--- src/rtl/bldc_pkg.sv ---
// Shared sector codes, gate FSM encodings and the hall/gate lookup helpers.
// Latency: none; types, constants and pure functions only.
// Backpressure: none; nothing in here holds state.
package bldc_pkg;

  localparam logic [2:0] SEC_A       = 3'd0;
  localparam logic [2:0] SEC_B       = 3'd1;
  localparam logic [2:0] SEC_C       = 3'd2;
  localparam logic [2:0] SEC_D       = 3'd3;
  localparam logic [2:0] SEC_E       = 3'd4;
  localparam logic [2:0] SEC_F       = 3'd5;
  localparam logic [2:0] SEC_INVALID = 3'd7;

  typedef enum logic [1:0] {
    ST_OFF      = 2'd0,
    ST_DEADTIME = 2'd1,
    ST_DRIVE    = 2'd2,
    ST_FAULT    = 2'd3
  } gate_state_e;

  // Raw {hall1,hall2,hall3} to sector; 000 and 111 cannot occur on a healthy motor.
  function automatic logic [2:0] hall_decode(input logic [2:0] code);
    case (code)
      3'b101:  return SEC_A;
      3'b100:  return SEC_B;
      3'b110:  return SEC_C;
      3'b010:  return SEC_D;
      3'b011:  return SEC_E;
      3'b001:  return SEC_F;
      default: return SEC_INVALID;
    endcase
  endfunction

  // Returns {INHA,INHB,INHC,INLA,INLB,INLC}; high sides are later gated by pwm.
  function automatic logic [5:0] gate_pattern(input logic [2:0] sec, input logic dir);
    case ({dir, sec})
      {1'b1, SEC_A}: return 6'b001_010;
      {1'b1, SEC_B}: return 6'b100_010;
      {1'b1, SEC_C}: return 6'b100_001;
      {1'b1, SEC_D}: return 6'b010_001;
      {1'b1, SEC_E}: return 6'b010_100;
      {1'b1, SEC_F}: return 6'b001_100;
      {1'b0, SEC_A}: return 6'b010_001;
      {1'b0, SEC_B}: return 6'b010_100;
      {1'b0, SEC_C}: return 6'b001_100;
      {1'b0, SEC_D}: return 6'b001_010;
      {1'b0, SEC_E}: return 6'b100_010;
      {1'b0, SEC_F}: return 6'b100_001;
      default:       return 6'b000_000;
    endcase
  endfunction

endpackage

--- src/rtl/bldc_hall_filter.sv ---
// Hall synchroniser plus stability filter; outputs the last accepted 3-bit code.
// Latency: 2 sync cycles + HALL_FILTER identical samples before a new code is accepted.
// Backpressure: none; free-running sampler, code_vld stays high once any code is accepted.
module hall_filter #(
  parameter int HALL_FILTER = 4
) (
  input  logic       CLK,
  input  logic       reset,
  input  logic [2:0] hall_raw,
  output logic [2:0] code,
  output logic       code_vld
);

  localparam int FW = $clog2(HALL_FILTER + 1);

  logic [2:0]    sync1_q, sync2_q;
  logic [2:0]    last_q, last_d;
  logic [2:0]    code_q, code_d;
  logic [FW-1:0] cnt_q, cnt_d;
  logic          vld_q, vld_d;

  // Count consecutive identical synchronised samples; accept once the run is long enough.
  always_comb begin
    last_d = last_q;
    cnt_d  = cnt_q;
    code_d = code_q;
    vld_d  = vld_q;
    if (cnt_q == '0 || sync2_q != last_q) begin
      last_d = sync2_q;
      cnt_d  = FW'(1);
    end else if (cnt_q != FW'(HALL_FILTER)) begin
      cnt_d = cnt_q + FW'(1);
    end
    if (cnt_d == FW'(HALL_FILTER)) begin
      code_d = last_d;
      vld_d  = 1'b1;
    end
  end

  // Two-flop synchroniser for the asynchronous hall pins, then filter state.
  always_ff @(posedge CLK) begin
    if (reset) begin
      sync1_q <= '0;
      sync2_q <= '0;
      last_q  <= '0;
      cnt_q   <= '0;
      code_q  <= '0;
      vld_q   <= 1'b0;
    end else begin
      sync1_q <= hall_raw;
      sync2_q <= sync1_q;
      last_q  <= last_d;
      cnt_q   <= cnt_d;
      code_q  <= code_d;
      vld_q   <= vld_d;
    end
  end

  assign code     = code_q;
  assign code_vld = vld_q;

endmodule

--- src/rtl/bldc_commutator.sv ---
// Six-step BLDC commutation: hall decode, dead time, PWM, current fold-back; BLDC_BRAKE_EN adds a brake input.
// Latency: gates react 1 cycle after a sector/dir/enable event and are driven DEADTIME_CYCLES+1 cycles later.
// Backpressure: none; inputs are sampled every cycle and all outputs are registered.
module bldc_commutator
  import bldc_pkg::*;
#(
  parameter int DUTY_W          = 24,
  parameter int CUR_W           = 16,
  parameter int PWM_PERIOD      = 1600,
  parameter int DEADTIME_CYCLES = 1024,
  parameter int HALL_FILTER     = 4,
  parameter int FOLDBACK_SHIFT  = 3
) (
  input  logic                     CLK,
  input  logic                     reset,
  input  logic                     enable,
  input  logic signed [DUTY_W-1:0] duty,
  input  logic signed [CUR_W-1:0]  current,
  input  logic signed [CUR_W-1:0]  current_limit,
  input  logic [2:0]               hall,
  input  logic                     fault_clr,
`ifdef BLDC_BRAKE_EN
  input  logic                     brake,
`endif
  output logic                     INHA,
  output logic                     INLA,
  output logic                     INHB,
  output logic                     INLB,
  output logic                     INHC,
  output logic                     INLC,
  output logic [2:0]               sector,
  output logic                     dir,
  output logic                     in_deadtime,
  output logic                     hall_fault,
  output logic                     current_limited
);

  localparam int                MAG_W       = $clog2(PWM_PERIOD + 1);
  localparam int                DT_W        = $clog2(DEADTIME_CYCLES + 1);
  localparam logic [DUTY_W:0]   PERIOD_DUTY = (DUTY_W + 1)'(PWM_PERIOD);
  localparam logic [MAG_W-1:0]  PERIOD_MAG  = MAG_W'(PWM_PERIOD);
  localparam logic [DT_W-1:0]   DT_LOAD     = DT_W'(DEADTIME_CYCLES);

  logic [2:0]       code;
  logic             code_vld;
  logic [DUTY_W:0]  duty_ext, duty_abs;
  logic [CUR_W:0]   cur_ext, cur_abs, lim_ext, lim_abs;
  logic [MAG_W-1:0] mag_clamp, mag;
  logic             limited, pwm_on, bad_code, change, brake_d;
  logic [MAG_W-1:0] pwm_cnt_q, pwm_cnt_d;
  logic [2:0]       sector_q, sector_d;
  logic             dir_q, dir_d, hall_fault_q, hall_fault_d, cl_q, brake_q;
  gate_state_e      state_q, state_d;
  logic [DT_W-1:0]  dt_cnt_q, dt_cnt_d;
  logic [5:0]       pat, gate_q, gate_d;
  logic             in_dt_q;

  hall_filter #(.HALL_FILTER(HALL_FILTER)) u_hall_filter (
    .CLK      (CLK),
    .reset    (reset),
    .hall_raw (hall),
    .code     (code),
    .code_vld (code_vld)
  );

`ifdef BLDC_BRAKE_EN
  assign brake_d = brake;
`else
  assign brake_d = 1'b0;
`endif

  // Duty magnitude (widened so the most-negative duty saturates), clamp, fold-back and PWM compare.
  always_comb begin
    duty_ext  = {duty[DUTY_W-1], duty};
    duty_abs  = duty_ext[DUTY_W] ? (~duty_ext + {{DUTY_W{1'b0}}, 1'b1}) : duty_ext;
    cur_ext   = {current[CUR_W-1], current};
    cur_abs   = cur_ext[CUR_W] ? (~cur_ext + {{CUR_W{1'b0}}, 1'b1}) : cur_ext;
    lim_ext   = {current_limit[CUR_W-1], current_limit};
    lim_abs   = lim_ext[CUR_W] ? (~lim_ext + {{CUR_W{1'b0}}, 1'b1}) : lim_ext;
    mag_clamp = (duty_abs > PERIOD_DUTY) ? PERIOD_MAG : duty_abs[MAG_W-1:0];
    limited   = (cur_abs >= lim_abs);
    mag       = limited ? (mag_clamp >> FOLDBACK_SHIFT) : mag_clamp;
    pwm_cnt_d = (pwm_cnt_q == PERIOD_MAG - MAG_W'(1)) ? '0 : pwm_cnt_q + MAG_W'(1);
    pwm_on    = (pwm_cnt_q < mag);
  end

  // Sector, direction and sticky hall fault; a fault clears only while a valid code is held.
  always_comb begin
    sector_d     = code_vld ? hall_decode(code) : SEC_INVALID;
    bad_code     = code_vld && (hall_decode(code) == SEC_INVALID);
    dir_d        = ~duty[DUTY_W-1];
    hall_fault_d = hall_fault_q;
    if (bad_code) begin
      hall_fault_d = 1'b1;
    end else if (fault_clr && code_vld) begin
      hall_fault_d = 1'b0;
    end
    change = (sector_d != sector_q) || (dir_d != dir_q) || (brake_d != brake_q);
  end

  // Gate FSM next state and dead-time counter; gates are derived from the next state so they register together.
  always_comb begin
    state_d  = state_q;
    dt_cnt_d = dt_cnt_q;
    if (hall_fault_d) begin
      state_d = ST_FAULT;
    end else if (!enable) begin
      state_d = ST_OFF;
    end else begin
      case (state_q)
        ST_OFF: begin
          if (sector_d != SEC_INVALID) begin
            state_d  = ST_DEADTIME;
            dt_cnt_d = DT_LOAD;
          end
        end
        ST_DEADTIME: begin
          if (change) begin
            dt_cnt_d = DT_LOAD;
          end else if (dt_cnt_q <= DT_W'(1)) begin
            state_d = ST_DRIVE;
          end else begin
            dt_cnt_d = dt_cnt_q - DT_W'(1);
          end
        end
        ST_DRIVE: begin
          if (change) begin
            state_d  = ST_DEADTIME;
            dt_cnt_d = DT_LOAD;
          end
        end
        default: state_d = ST_OFF;
      endcase
    end
    pat    = brake_d ? 6'b000_111 : gate_pattern(sector_d, dir_d);
    gate_d = (state_d == ST_DRIVE) ? {pat[5:3] & {3{pwm_on}}, pat[2:0]} : 6'b000_000;
  end

  // Gate FSM state with its registered gate and dead-time outputs.
  always_ff @(posedge CLK) begin
    if (reset) begin
      state_q  <= ST_OFF;
      dt_cnt_q <= '0;
      gate_q   <= '0;
      in_dt_q  <= 1'b0;
    end else begin
      state_q  <= state_d;
      dt_cnt_q <= dt_cnt_d;
      gate_q   <= gate_d;
      in_dt_q  <= (state_d == ST_DEADTIME);
    end
  end

  // Datapath registers: PWM carrier, decoded sector, direction, status flags.
  always_ff @(posedge CLK) begin
    if (reset) begin
      pwm_cnt_q    <= '0;
      sector_q     <= SEC_INVALID;
      dir_q        <= 1'b1;
      hall_fault_q <= 1'b0;
      cl_q         <= 1'b0;
      brake_q      <= 1'b0;
    end else begin
      pwm_cnt_q    <= pwm_cnt_d;
      sector_q     <= sector_d;
      dir_q        <= dir_d;
      hall_fault_q <= hall_fault_d;
      cl_q         <= limited;
      brake_q      <= brake_d;
    end
  end

  assign {INHA, INHB, INHC, INLA, INLB, INLC} = gate_q;
  assign sector          = sector_q;
  assign dir             = dir_q;
  assign in_deadtime     = in_dt_q;
  assign hall_fault      = hall_fault_q;
  assign current_limited = cl_q;

endmodule
--- config.mk ---
export PLATFORM = sky130hd
export DESIGN_NAME = bldc_commutator
export DESIGN_NICKNAME = d
export VERILOG_FILES = /design/src/rtl/bldc_pkg.sv /design/src/rtl/bldc_hall_filter.sv /design/src/rtl/bldc_commutator.sv
export SDC_FILE = /design/constraint.sdc
export NUM_CORES = 1
export LEC_CHECK = 0
export ABC_AREA = 1
export CAP_MARGIN = 25
export CORE_MARGIN = 1.5
export CORE_UTILIZATION = 55
export CTS_BUF_LIST = sky130_fd_sc_hd__clkbuf_8
export DETAILED_ROUTE_END_ITERATION = 10
export GPL_TIMING_DRIVEN = 0
export PLACE_DENSITY = 0.86
export SETUP_SLACK_MARGIN = 0.3
export SLEW_MARGIN = 20
export SYNTH_ARGS = -nofsm -noshare
export SYNTH_HDL_FRONTEND = slang
export SYNTH_SLANG_ARGS = --single-unit
--- constraint.sdc ---
create_clock -name CLK -period 6.2 [get_ports CLK]
set_input_delay 1.86 -clock CLK [delete_from_list [all_inputs] [get_ports CLK]]
set_output_delay 1.86 -clock CLK [all_outputs]
set_load 0.01 [all_outputs]
After elaboration in Yosys (flattened, before gate mapping)
Memory sizes are Yosys's and may differ from the RTL's.
Cells that the tools add are included.
{ "totals": {"elab_cells": 88, "register_bits": 53, "input_bits": 63, "output_inout_bits": 13, "mem_count": 1, "rom_bits": 96} }
{ "op_classes": {"eq_ne": 21, "n_reduce_logical": 10, "bitwise_logic": 7, "n_addsub": 6, "magnitude_cmp": 4, "n_mux": 24} }
{ "mem_list": {"columns": ["name", "depth", "width", "rd", "rd_clocked_by_memory_dff", "wr", "line", "text"], "rows": [
  ["(name not given)", 16, 6, 1, 0, 0, "bldc_pkg.sv:36", "case ({dir, sec})"]
]} }
{ "op_table": {"columns": ["operator", "n"], "rows": [
  ["11-bit 2-to-1 mux", 6],
  ["17-bit by 1-bit adder with 17-bit output (second input constant)", 2],
  ["17-bit 2-to-1 mux", 2],
  ["17-bit inverter", 2],
  ["11-bit case mux with 3 select lines", 1],
  ["25-bit by 1-bit adder with 25-bit output (second input constant)", 1],
  ["25-bit by 11-bit greater-than comparator with 1-bit output (second input constant)", 1],
  ["25-bit 2-to-1 mux", 1],
  ["25-bit inverter", 1],
  ["3-bit case mux with 6 select lines", 1],
  ["17-bit greater-or-equal comparator", 1],
  ["3-bit equality test (second input constant)", 5],
  ["2-bit 2-to-1 mux", 6],
  ["3-bit 2-to-1 mux", 4],
  ["11-bit by 1-bit adder with 11-bit output (second input constant)", 1],
  ["11-bit equality test (second input constant)", 1],
  ["11-bit by 1-bit less-or-equal comparator with 1-bit output (second input constant)", 1],
  ["11-bit less-than comparator", 1],
  ["11-bit by 1-bit subtractor with 11-bit output (second input constant)", 1],
  ["3-bit != test (second input constant)", 3],
  ["3-bit by 2-bit equality test with 1-bit output (second input constant)", 2],
  ["3-bit != test", 2],
  ["2-bit case mux with 3 select lines", 1],
  ["6-bit AND reduction", 1],
  ["15 further kinds", 24]
]} }

Depth between registers and ports, before layout
Gate-level depths: netlist (run 1).
{ "logic_depth": {"word_depth": 12, "mapped_depth": 30, "ltp_nobuf": 29} }

By module
From an unflattened synthesis (run 1), not the netlist that was laid out.
{ "hier_totals": {"hier_cells": 775, "area_unflattened_um2": 4752.1} }
{ "by_module_without_submodules": {"columns": ["module", "area_each_um2", "cells_per_inst", "seq_area_each_um2", "n_inst"], "rows": [
  ["bldc_commutator", 4102.7, 685, 740.7, 1],
  ["hall_filter", 649.4, 90, 320.3, 1]
]} }

Worst setup path before layout (run 1)
Ideal clock, no wire load.
{ "synth_path": {"path_type": "in2reg", "startpoint": "input current_limit[1]", "endpoint": "register gate_q[3]", "t_arrival_ps": 5667, "path_buffers": 1, "setup_time_ps": 64, "stages": 28, "required_time_ps": 6136, "slack_ps": 469, "cell_sequence": "inv_1 > ha_1 > inv_1 > nor3_1 > nor3b_1 > nand2_1 > o31ai_1 > o21ai_0 > xor2_1 > inv_1 > ha_1 > nand2_1 > inv_1 > nand3_1 > inv_1 > a21oi_1 > a21boi_0 > nand3_1 > inv_1 > clkbuf_1 > o21ai_0 > ha_1 > a21oi_1 > nor2_1 > a211oi_1 > o221a_2 > nand2_2 > nor2_1"} }
{ "synth_between": {"elab_chain_len": 7} }
{ "synth_lines": {"columns": ["element", "line", "text"], "rows": [
  ["start: declaration", "bldc_commutator.sv:19", "input logic signed [CUR_W-1:0] current_limit,"],
  ["17-bit inverter", "bldc_commutator.sv:79", "lim_abs = lim_ext[CUR_W] ? (~lim_ext + {{CUR_W{1'b0}}, 1'b1}) : lim_ext;"],
  ["17-bit by 1-bit adder with 17-bit output", "bldc_commutator.sv:79", null],
  ["17-bit 2-to-1 mux *", "bldc_commutator.sv:79", null],
  ["17-bit greater-or-equal comparator *", "bldc_commutator.sv:81", "limited = (cur_abs >= lim_abs);"],
  ["11-bit 2-to-1 mux *", "bldc_commutator.sv:82", "mag = limited ? (mag_clamp >> FOLDBACK_SHIFT) : mag_clamp;"],
  ["11-bit less-than comparator *", "bldc_commutator.sv:84", "pwm_on = (pwm_cnt_q < mag);"],
  ["3-bit bitwise AND *", "bldc_commutator.sv:136", "gate_d = (state_d == ST_DRIVE) ? {pat[5:3] & {3{pwm_on}}, pat[2:0]} : 6'b000_000;"],
  ["end signal: assignment", "bldc_commutator.sv:149", "gate_q <= gate_d;"],
  ["end: declaration", "bldc_commutator.sv:55", "logic [5:0] pat, gate_q, gate_d;"]
]} }
Every way passes the cells marked *; elsewhere a longest branch is shown, timed or not.
A chain may end at the register's enable or synchronous reset.

Worst setup path after layout (run 1)
{ "layout_path": {"startpoint": "input current[2]", "endpoint": "register gate_q[3]"} }
{ "layout_between": {"elab_chain_len": 7} }
{ "layout_lines": {"columns": ["element", "line", "text"], "rows": [
  ["start: declaration", "bldc_commutator.sv:18", "input logic signed [CUR_W-1:0] current,"],
  ["17-bit inverter", "bldc_commutator.sv:77", "cur_abs = cur_ext[CUR_W] ? (~cur_ext + {{CUR_W{1'b0}}, 1'b1}) : cur_ext;"],
  ["17-bit by 1-bit adder with 17-bit output", "bldc_commutator.sv:77", null],
  ["17-bit 2-to-1 mux *", "bldc_commutator.sv:77", null],
  ["17-bit greater-or-equal comparator *", "bldc_commutator.sv:81", null],
  ["11-bit 2-to-1 mux *", "bldc_commutator.sv:82", null],
  ["11-bit less-than comparator *", "bldc_commutator.sv:84", null],
  ["3-bit bitwise AND *", "bldc_commutator.sv:136", null]
]} }
Marks and branches as above.

==> results of run 1 <==
==> worst max-delay path, delay by kind of cell <==
| kind | cells | cell delay [ns] |
|---|---|---|
| fa+ha+maj | 2 | 0.57 |
| buf+inv | 5 | 0.92 |
| simple gates | 9 | 1.11 |
| compound gates | 8 | 1.35 |
| xor+xnor | 1 | 0.25 |
==> kinds of logic (layout without fill, tap and decap cells) <==
family,Yosys count,in the layout
other,2,2
buffers and inverters,128,217
XOR/XNOR,39,39
multiplexers,1,1
adder cells (fa/ha/maj),38,38
AND/OR/NAND/NOR,392,392
flip-flops,53,53
AO/OA/AOI/OAI,96,96
==> final timing paths <==
path         slack, ns                                start  depth (start not counted)                                   to
min reg2reg       0.41  u_hall_filter.sync1_q[0]$_SDFF_PP0_                          2  u_hall_filter.sync2_q[0]$_SDFF_PP0_
max               0.38                           current[2]                         25                 gate_q[3]$_SDFF_PP0_
min               0.41  u_hall_filter.sync1_q[0]$_SDFF_PP0_                          2  u_hall_filter.sync2_q[0]$_SDFF_PP0_
max reg2reg       3.70   u_hall_filter.code[1]$_SDFFE_PP0N_                         17            dt_cnt_q[10]$_SDFFE_PP0P_
==> layout by cell type, fill, tap and decap left out, types with 6 or more instances in the layout <==
cell type	netlist	routed
nor3b_1	9	6
ha_1	38	36
o21ai_0	38	34
inv_2	5	7
nand4_1	13	13
clkdlybuf4s50_1	0	70
nand2_2	9	12
o21ai_1	7	10
nand2_1	161	158
nand3b_1	6	6
a21oi_1	30	28
dfxtp_1	53	53
nor2_4	6	6
nor2_1	101	100
nor2_2	7	8
buf_4	0	7
xnor2_1	13	13
buf_2	7	7
nor3_1	22	18
inv_1	108	106
nand3_1	35	33
xor2_1	25	25
==> sequential cells by signal, summed over array words and instances (netlist names), 2 cells and up <==
name / count
dt_cnt_q: 11
gate_q: 6
pwm_cnt_q: 11
sector: 3
state_q: 2
u_hall_filter.cnt_q: 3
u_hall_filter.code: 3
u_hall_filter.last_q: 3
u_hall_filter.sync1_q: 3
u_hall_filter.sync2_q: 3
==> power by group through the flow <==
stage                     sequential, mW  combinational [mW]  clock [mW]
after floorplan                    0.360               0.158           0
after global placement             0.360               0.238           0
final                              0.352               0.283       0.192
after global routing               0.353               0.316       0.209
after detailed placement           0.360               0.247           0
after CTS                          0.352               0.258       0.194
==> per-stage QoR <==
stage,hold WS (ns),instances
after floorplan,0.3883,749
after global placement,0.3969,928
after detailed placement,0.3981,928
after CTS,0.4117,937
after global routing,0.4385,943
final,0.4082,943
==> layer usage <==
layer,vias up,wire length [microns],global-route usage
met5,-,0,0
li1,2593,-,-
met1,2283,5025,0.2865
met4,0,259,0.1054
met3,29,510,0.03397
met2,158,5977,0.4501
==> layout make-up <==
type                       instances  share of cell area
clock buffer                       5             0.01153
buffer                            13             0.01153
inverter                         115             0.07357
multi-input combinational        568              0.5659
clock inverter                     3            0.003144
timing repair buffer              81              0.1346
tap                              105             0.02201
sequential                        53              0.1777
==> what timing repair did <==
action	in CTS	in global routing
resized for setup	17	29
setup buffers	1	6
pin swaps	2	20
endpoints found under the setup margin	3	3
==> impl_metrics.tcl, run 1 <==
set metrics [dict create \
    intPower_uw 551.4 \
    dpl_cell_area_sq_mm 0.005647 \
    first_pass_iters 5 \
    fin_skew_ns 0.01156 \
    drc 0 \
    p_switching_uw 276.1 \
    max_freq_mhz 171.9 \
    synth-seq-area-share 0.2222 \
    routedWlPerCell_microns 12.48 \
    synth.top_cells.by_count "161 x nand2_1, 108 x inv_1, 101 x nor2_1" \
    tns_ns 0 \
    gr-total-overflow 0 \
    synth_edf_count 0 \
    async_flop_share 0 \
    power.static_leakage_nw 2.726 \
    io_pins 76 \
    yosys.area_share.simple 0.3805 \
    hp-class "reg2reg" \
    setup_violations 0 \
    power.density_mw_per_mm2 138.6 \
    postRouteAntennaNets 0 \
    cp_max_fo 7 \
    synth_xor_area_frac 0.07311 \
    drt-initial-drc-count 212 \
    numCtsBuffers 5 \
    routed_wl_mm 11.77 \
    clock_path_buffers 2 \
    grt_setup_unrepaired "no" \
    yosys.area.top_type_share 0.2222 \
    grt_pass1_wl_mm 18.62 \
    core_area_sq_mm 0.008299 \
    clock_latency_ns 0.31 \
    end_kind "flip-flop" \
    combPwrFrac 0.342 \
    nFillCells 656 \
    tritoncts "yes" \
    dieArea_sq_mm 0.009249 \
    vias_per_cell 5.369 \
    io_buffers 74 \
    cp-start-kind "input port" \
    tightest_slew_ns 0.6522 \
    layout_setup_ws_ns 0.3822 \
    dieWidth_microns 96.17 \
    ys_ff_latch 53 \
    synthMuxAreaShare 0.002096 \
    synth_top_family_by_area "simple AND/OR/NAND/NOR gates" \
    fin_area_sq_mm 0.005969 \
    post-route-min-period_ns 5.818 \
    slowest_stage "clkdlybuf4s50_1" \
    synth_compound_area_frac 0.1174 \
    ys_top_cells_by_area "dfxtp_1 22%, nand2_1 13%, ha_1 10%" \
    diodes 0 \
    ys.flop_type "dfxtp_1" \
    hold_violations 0 \
    start_util 0.5753 \
    nets 938 \
    slowest_delay_ns 0.48 \
    post-route-period-util 0.9384 \
    grt_pass1_vias 4609 \
    syn-instance-count 749 \
    max_cap_viol_count 0 \
    status "complete, no violations" \
    vias 5063 \
    track_usage 0.2474 \
    dieHeight_microns 96.17 \
    post_synth_num_cell_types 50 \
    yosys_warnings 0 \
    path_clk_slew_ns 0.10 \
    syn_area_sq_mm 0.004775 \
    worstPathRequired_ns 6.45 \
    cts_root_buf "clkbuf_8" \
    gp_congestion 0.9263 \
    power_uw 827.5 \
    p_sw_frac 0.3337 \
    yosysMostFrequentCell "nand2_1" \
    hpwl_mm 9.138 \
    antenna_found_initial 0 \
    clock-sinks 53 \
    layout-drive-gt1-share 0.1158 \
    critPathKind "in2reg" \
    vdd_drop_max_mv 0.08988 \
    htreeDepth 2 \
    synthAdderAreaFrac 0.09958 \
    arrival_ns 6.07 \
    hold_buffers 0 \
    final_util 0.7193 \
    pre_cts_ws_ns -0.8427 \
    p_seq_frac 0.426 \
    regArea_sq_mm 0.001061 \
    synth_top_cell_by_area "dfxtp_1" \
    syn_avg_cell_area_sq_um 6.375 \
    area_growth_pct 25.03 \
    multi_input_area_sq_mm 0.003378 \
    placementRows 33 \
    max_slew_margin 0.5619 \
    grt_max_degree 17 \
    maxSlewViolCount 0 \
    syn-num-nets 850 \
    path_common_cell "nor2_1" \
    p_clk_frac 0.232 \
]
Note: power is estimated with default switching activity, not from simulation.
==> run 2, diff against run 1 <==
--- a/config.mk
+++ b/config.mk
@@ -8,11 +8,11 @@
 export ABC_AREA = 1
 export CAP_MARGIN = 25
 export CORE_MARGIN = 1.5
-export CORE_UTILIZATION = 55
-export CTS_BUF_LIST = sky130_fd_sc_hd__clkbuf_8
+export CORE_UTILIZATION = 50
 export DETAILED_ROUTE_END_ITERATION = 10
 export GPL_TIMING_DRIVEN = 0
-export PLACE_DENSITY = 0.86
+export HOLD_SLACK_MARGIN = 0.12
+export PLACE_DENSITY = 0.82
 export SETUP_SLACK_MARGIN = 0.3
 export SLEW_MARGIN = 20
 export SYNTH_ARGS = -nofsm -noshare
==> constraint.sdc (replaced) <==
create_clock -name CLK -period 5.3 [get_ports CLK]
set_input_delay 1.59 -clock CLK [delete_from_list [all_inputs] [get_ports CLK]]
set_output_delay 1.59 -clock CLK [all_outputs]
set_load 0.01 [all_outputs]
==> run 2 against run 1 <==
Against the previous run:
- core utilization down 3.7 points
- wire length is 8.0% higher
- count of clock-buffer cells in the layout up 2
- clock skew fell by 0.00080 ns
- clock power rose by 29%
- design area grew 5.7%
- global-route usage decreased by 0.80 points
- critical path type unchanged
- largest power group unchanged
==> impl_metrics.tcl, run 2 (same netlist as run 1, synthesis figures left out) <==
set metrics [dict create \
    cp_max_fo 7 \
    numCtsBuffers 5 \
    track_usage 0.2394 \
    gr-total-overflow 0 \
    dieHeight_microns 100.7 \
    maxSlewViolCount 0 \
    power.density_mw_per_mm2 161.4 \
    tightest_slew_ns 0.6173 \
    tritoncts "yes" \
    hp-class "reg2reg" \
    vias 5126 \
    intPower_uw 682.9 \
    combPwrFrac 0.351 \
    path_clk_slew_ns 0.09 \
    grt_pass1_vias 4989 \
    dieWidth_microns 100.7 \
    status "complete, no violations" \
    diodes 0 \
    start_util 0.5167 \
    grt_max_degree 16 \
    gp_congestion 0.8851 \
    nets 953 \
    p_switching_uw 335.3 \
    drc 0 \
    grt_pass1_wl_mm 20.27 \
    hold_violations 0 \
    area_growth_pct 32.10 \
    power.static_leakage_nw 2.842 \
    cts_root_buf "clkbuf_8" \
    fin_area_sq_mm 0.006307 \
    final_util 0.6826 \
    max_slew_margin 0.5853 \
    end_kind "flip-flop" \
    clock-sinks 53 \
    post-route-min-period_ns 5.147 \
    p_sw_frac 0.3293 \
    p_seq_frac 0.405 \
    dieArea_sq_mm 0.01014 \
    hold_ws_ns 0.3980 \
    vias_per_cell 5.220 \
    io_buffers 74 \
    worstPathRequired_ns 5.55 \
    antenna_found_initial 0 \
    vdd_drop_max_mv 0.1119 \
    postRouteAntennaNets 0 \
    htreeDepth 2 \
    cp-start-kind "input port" \
    arrival_ns 5.40 \
    power_mw 1.018 \
    placementRows 35 \
    critPathKind "in2reg" \
    top_regs "dt_cnt_q (11), pwm_cnt_q (11), gate_q (6)" \
    drt-initial-drc-count 163 \
    clock_latency_ns 0.31 \
    routed_wl_mm 12.72 \
    io_pins 76 \
    first_pass_iters 5 \
    routedWlPerCell_microns 12.95 \
    hpwl_mm 9.604 \
    p_clk_frac 0.244 \
    fin_skew_ns 0.01076 \
    max_freq_mhz 194.3 \
    setup_violations 0 \
    post-route-period-util 0.9711 \
    core_area_sq_mm 0.009240 \
    clock_path_buffers 2 \
    final_common_cell "nand2_1" \
    layout-drive-gt1-share 0.1700 \
    dpl_cell_area_sq_mm 0.005761 \
    hold_buffers 0 \
    max_cap_viol_count 0 \
    most-common-layout-cells "154 x nand2_1, 100 x inv_1, 100 x nor2_1" \
    grt_setup_unrepaired "yes" \
    tns_ns 0 \
]
==> run 2: stage by stage <==
step / worst slack (ns) / cells
final: 0.1532 / 982
after global routing: -0.05962 / 982
after CTS: 0.07884 / 975
after detailed placement: -0.7617 / 952
after global placement: -0.5614 / 952
after floorplan: 0.3192 / 749
==> run 2: power by group through the flow <==
stage | combinational, mW | sequential [mW] | clock (mW)
after floorplan | 0.195 | 0.421 | 0
after global placement | 0.290 | 0.421 | 0
after detailed placement | 0.302 | 0.421 | 0
after CTS | 0.323 | 0.412 | 0.251
after global routing | 0.396 | 0.413 | 0.268
final | 0.358 | 0.412 | 0.248
==> run 2: path summary, 6_finish.rpt <==
check	cells past startpoint	endpoint	startpoint	slack, ns
worst max-delay path	26	gate_q[3]$_SDFF_PP0_	current_limit[0]	0.15
worst min-delay path	2	u_hall_filter.sync2_q[2]$_SDFF_PP0_	u_hall_filter.sync1_q[2]$_SDFF_PP0_	0.40
worst max register to register	15	dt_cnt_q[9]$_SDFFE_PP0P_	u_hall_filter.code[2]$_SDFFE_PP0N_	2.81
worst min register to register	2	u_hall_filter.sync2_q[2]$_SDFF_PP0_	u_hall_filter.sync1_q[2]$_SDFF_PP0_	0.40
==> run 2: layout make-up <==
class,instances,area [sq um]
Buffer,13,68.82
Timing Repair Buffer,96,905.9
Sequential cell,53,1061
Tap cell,129,161.4
Fill cell,778,2933
Inverter,115,444.2
Clock inverter,1,5.005
Multi-Input combinational cell,568,3565
Clock buffer,7,96.34
==> run 2: what timing repair did <==
action,4_1_cts,5_1_grt
pin swaps,31,39
setup endpoints to repair,3,3
hold endpoints to repair,0,0
gates resized for setup,41,49
buffers inserted,15,7
==> run 2: routing by layer <==
metal | share of wire | wire, microns | global-route usage
met4 | 0.010 | 127 | 0.06826
met2 | 0.52 | 6607 | 0.4527
met5 | 0 | 0 | 0
met1 | 0.43 | 5465 | 0.2791
met3 | 0.041 | 519 | 0.03190
==> run 2: worst max-delay path: stages <==
cell and delay (ns):
buf_8 0.11, inv_4 0.05, ha_4 0.12, inv_2 0.03, nor3_2 0.14, nor3b_2 0.25
nand2_1 0.14, o31ai_4 0.28, buf_4 0.16, xnor2_1 0.11, inv_1 0.10, ha_4 0.28
nand4_1 0.09, nor4_1 0.30, nand2_1 0.15, nand3_4 0.11, inv_4 0.06, buf_8 0.13
o21ai_4 0.17, ha_4 0.22, a21oi_2 0.17, nor2_2 0.06, a211oi_2 0.16, o221a_2 0.22
nand2_2 0.07, nor2_1 0.10
==> run 3, diff against run 2 <==
--- a/config.mk
+++ b/config.mk
@@ -13,6 +13,7 @@
 export GPL_TIMING_DRIVEN = 0
 export HOLD_SLACK_MARGIN = 0.12
 export PLACE_DENSITY = 0.82
+export RECOVER_POWER = 25
 export SETUP_SLACK_MARGIN = 0.3
 export SLEW_MARGIN = 20
 export SYNTH_ARGS = -nofsm -noshare
==> run 3 against run 2 <==
Against the previous run:
- design area barely moved
- critical path depth stayed put
- setup slack hardly changed
- global-route usage stayed put
- via count up 0.23%
- non-clock buffer count did not move
- register-to-register slack is essentially flat
- combinational power barely moved
- largest cell class unchanged
- clock skew is essentially flat
- sequential cell count unchanged
==> impl_metrics.tcl, run 3 (same netlist as run 1, synthesis figures left out) <==
set metrics [dict create \
    status "complete, no violations" \
    numCtsBuffers 5 \
    dp_cells 952 \
    tightest_slew_ns 0.6188 \
    postRouteAntennaNets 0 \
    hpwl_mm 9.604 \
    hold_buffers 0 \
    io_pins 76 \
    routedWlPerCell_microns 12.94 \
    vias_per_cell 5.232 \
    drc 0 \
    grt_max_degree 16 \
    grt_setup_unrepaired "yes" \
    dieArea_sq_mm 0.01014 \
    start_util 0.5167 \
    drt-initial-drc-count 166 \
    power.density_mw_per_mm2 161.4 \
    hold_depth 2 \
    grt_pass1_vias 4989 \
    power_mw 1.018 \
    end_kind "flip-flop" \
    maxSlewViolCount 0 \
    top_regs "dt_cnt_q (11), pwm_cnt_q (11), gate_q (6)" \
    placementRows 35 \
    hp-class "reg2reg" \
    max_slew_margin 0.5843 \
    arrival_ns 5.40 \
    critPathKind "in2reg" \
    clock-sinks 53 \
    grt_pass1_wl_mm 20.27 \
    dpl_cell_area_sq_mm 0.005761 \
    vias 5138 \
    dieHeight_microns 100.7 \
    reg2reg_depth 15 \
    post-route-period-util 0.9710 \
    power.static_leakage_nw 2.839 \
    gr-total-overflow 0 \
    layout-drive-gt1-share 0.1688 \
    vdd_drop_max_mv 0.1119 \
    hold_violations 0 \
    fin_area_sq_mm 0.006306 \
    fin_skew_ns 0.01075 \
    final_common_cell "nand2_1" \
    core_area_sq_mm 0.009240 \
    area_growth_pct 32.08 \
    clock_latency_ns 0.31 \
    routed_wl_mm 12.71 \
    clock_path_buffers 2 \
    worstPathRequired_ns 5.55 \
    track_usage 0.2394 \
    diodes 0 \
    setup_violations 0 \
    stdcell_count 982 \
    cp-start-kind "input port" \
    post-route-min-period_ns 5.146 \
    final_util 0.6825 \
    tritoncts "yes" \
    gp_congestion 0.8851 \
    max_freq_mhz 194.3 \
    max_cap_viol_count 0 \
    first_pass_iters 6 \
    antenna_found_initial 0 \
    most-common-layout-cells "154 x nand2_1, 100 x inv_1, 100 x nor2_1" \
    hold_ws_ns 0.3980 \
    path_clk_slew_ns 0.09 \
    cts_root_buf "clkbuf_8" \
    io_buffers 74 \
    cp_max_fo 7 \
    htreeDepth 2 \
    nets 953 \
    dieWidth_microns 100.7 \
]
## run 3: cell types whose count changed in the layout (fill, tap and decap cells not counted), sizes merged
cell           before  now
buf                33   32
clkbuf             16   17
clkdlybuf4s50      61   60
dlygate4sd3         0    1
## run 3: layout make-up
class                           count  area, sq um
Fill cell                         778         2934
Sequential cell                    53         1061
Tap cell                          129        161.4
Inverter                          115        444.2
Buffer                             13        67.56
Multi-Input combinational cell    568         3565
Timing Repair Buffer               96        905.9
Clock inverter                      1        5.005
Clock buffer                        7        96.34
## run 3: final timing paths
kind,from,to,slack (ns)
worst max-delay path,current_limit[0],gate_q[3]$_SDFF_PP0_,0.15
worst min-delay path,u_hall_filter.sync1_q[2]$_SDFF_PP0_,u_hall_filter.sync2_q[2]$_SDFF_PP0_,0.40
worst max register to register,u_hall_filter.code[2]$_SDFFE_PP0N_,dt_cnt_q[9]$_SDFFE_PP0P_,2.82
worst min register to register,u_hall_filter.sync1_q[2]$_SDFF_PP0_,u_hall_filter.sync2_q[2]$_SDFF_PP0_,0.40
## run 3: per-layer routing
metal,GRT usage,up-vias,share of wire
met5,0,-,0
met4,0.06826,0,0.012
met1,0.2791,2369,0.43
li1,-,2609,-
met2,0.4527,142,0.52
met3,0.03190,18,0.040
## run 3: power breakdown
group / internal (mW) / switching (mW)
clock network: 0.118 / 0.130
logic: 0.158 / 0.200
registers: 0.407 / 0.00547
total: 0.683 / 0.335
## run 3: repair_timing
item | 4_1_cts | 5_1_grt
buffers inserted | 15 | 7
endpoints found under the hold margin | 0 | 0
pin swaps | 31 | 39
setup endpoints to repair | 3 | 3
gates resized for setup | 41 | 49
## run 3: critical path: stages
cell and delay, ns:
buf_8 0.11, inv_4 0.05, ha_4 0.12, inv_2 0.03
nor3_2 0.14, nor3b_2 0.25, nand2_1 0.14, o31ai_4 0.28
buf_4 0.16, xnor2_1 0.11, inv_1 0.10, ha_4 0.28
nand4_1 0.09, nor4_1 0.30, nand2_1 0.15, nand3_4 0.11
inv_4 0.06, buf_8 0.13, o21ai_4 0.17, ha_4 0.22
a21oi_2 0.17, nor2_2 0.06, a211oi_2 0.16, o221a_2 0.22
nand2_2 0.07, nor2_1 0.10
## run 3: through the flow
stage | setup WS (ns) | setup TNS (ns)
floorplan | 0.3192 | 0
global placement | -0.5614 | -1.642
detailed placement | -0.7617 | -2.241
CTS | 0.07884 | 0
global route | -0.05962 | -0.1344
finish | 0.1535 | 0
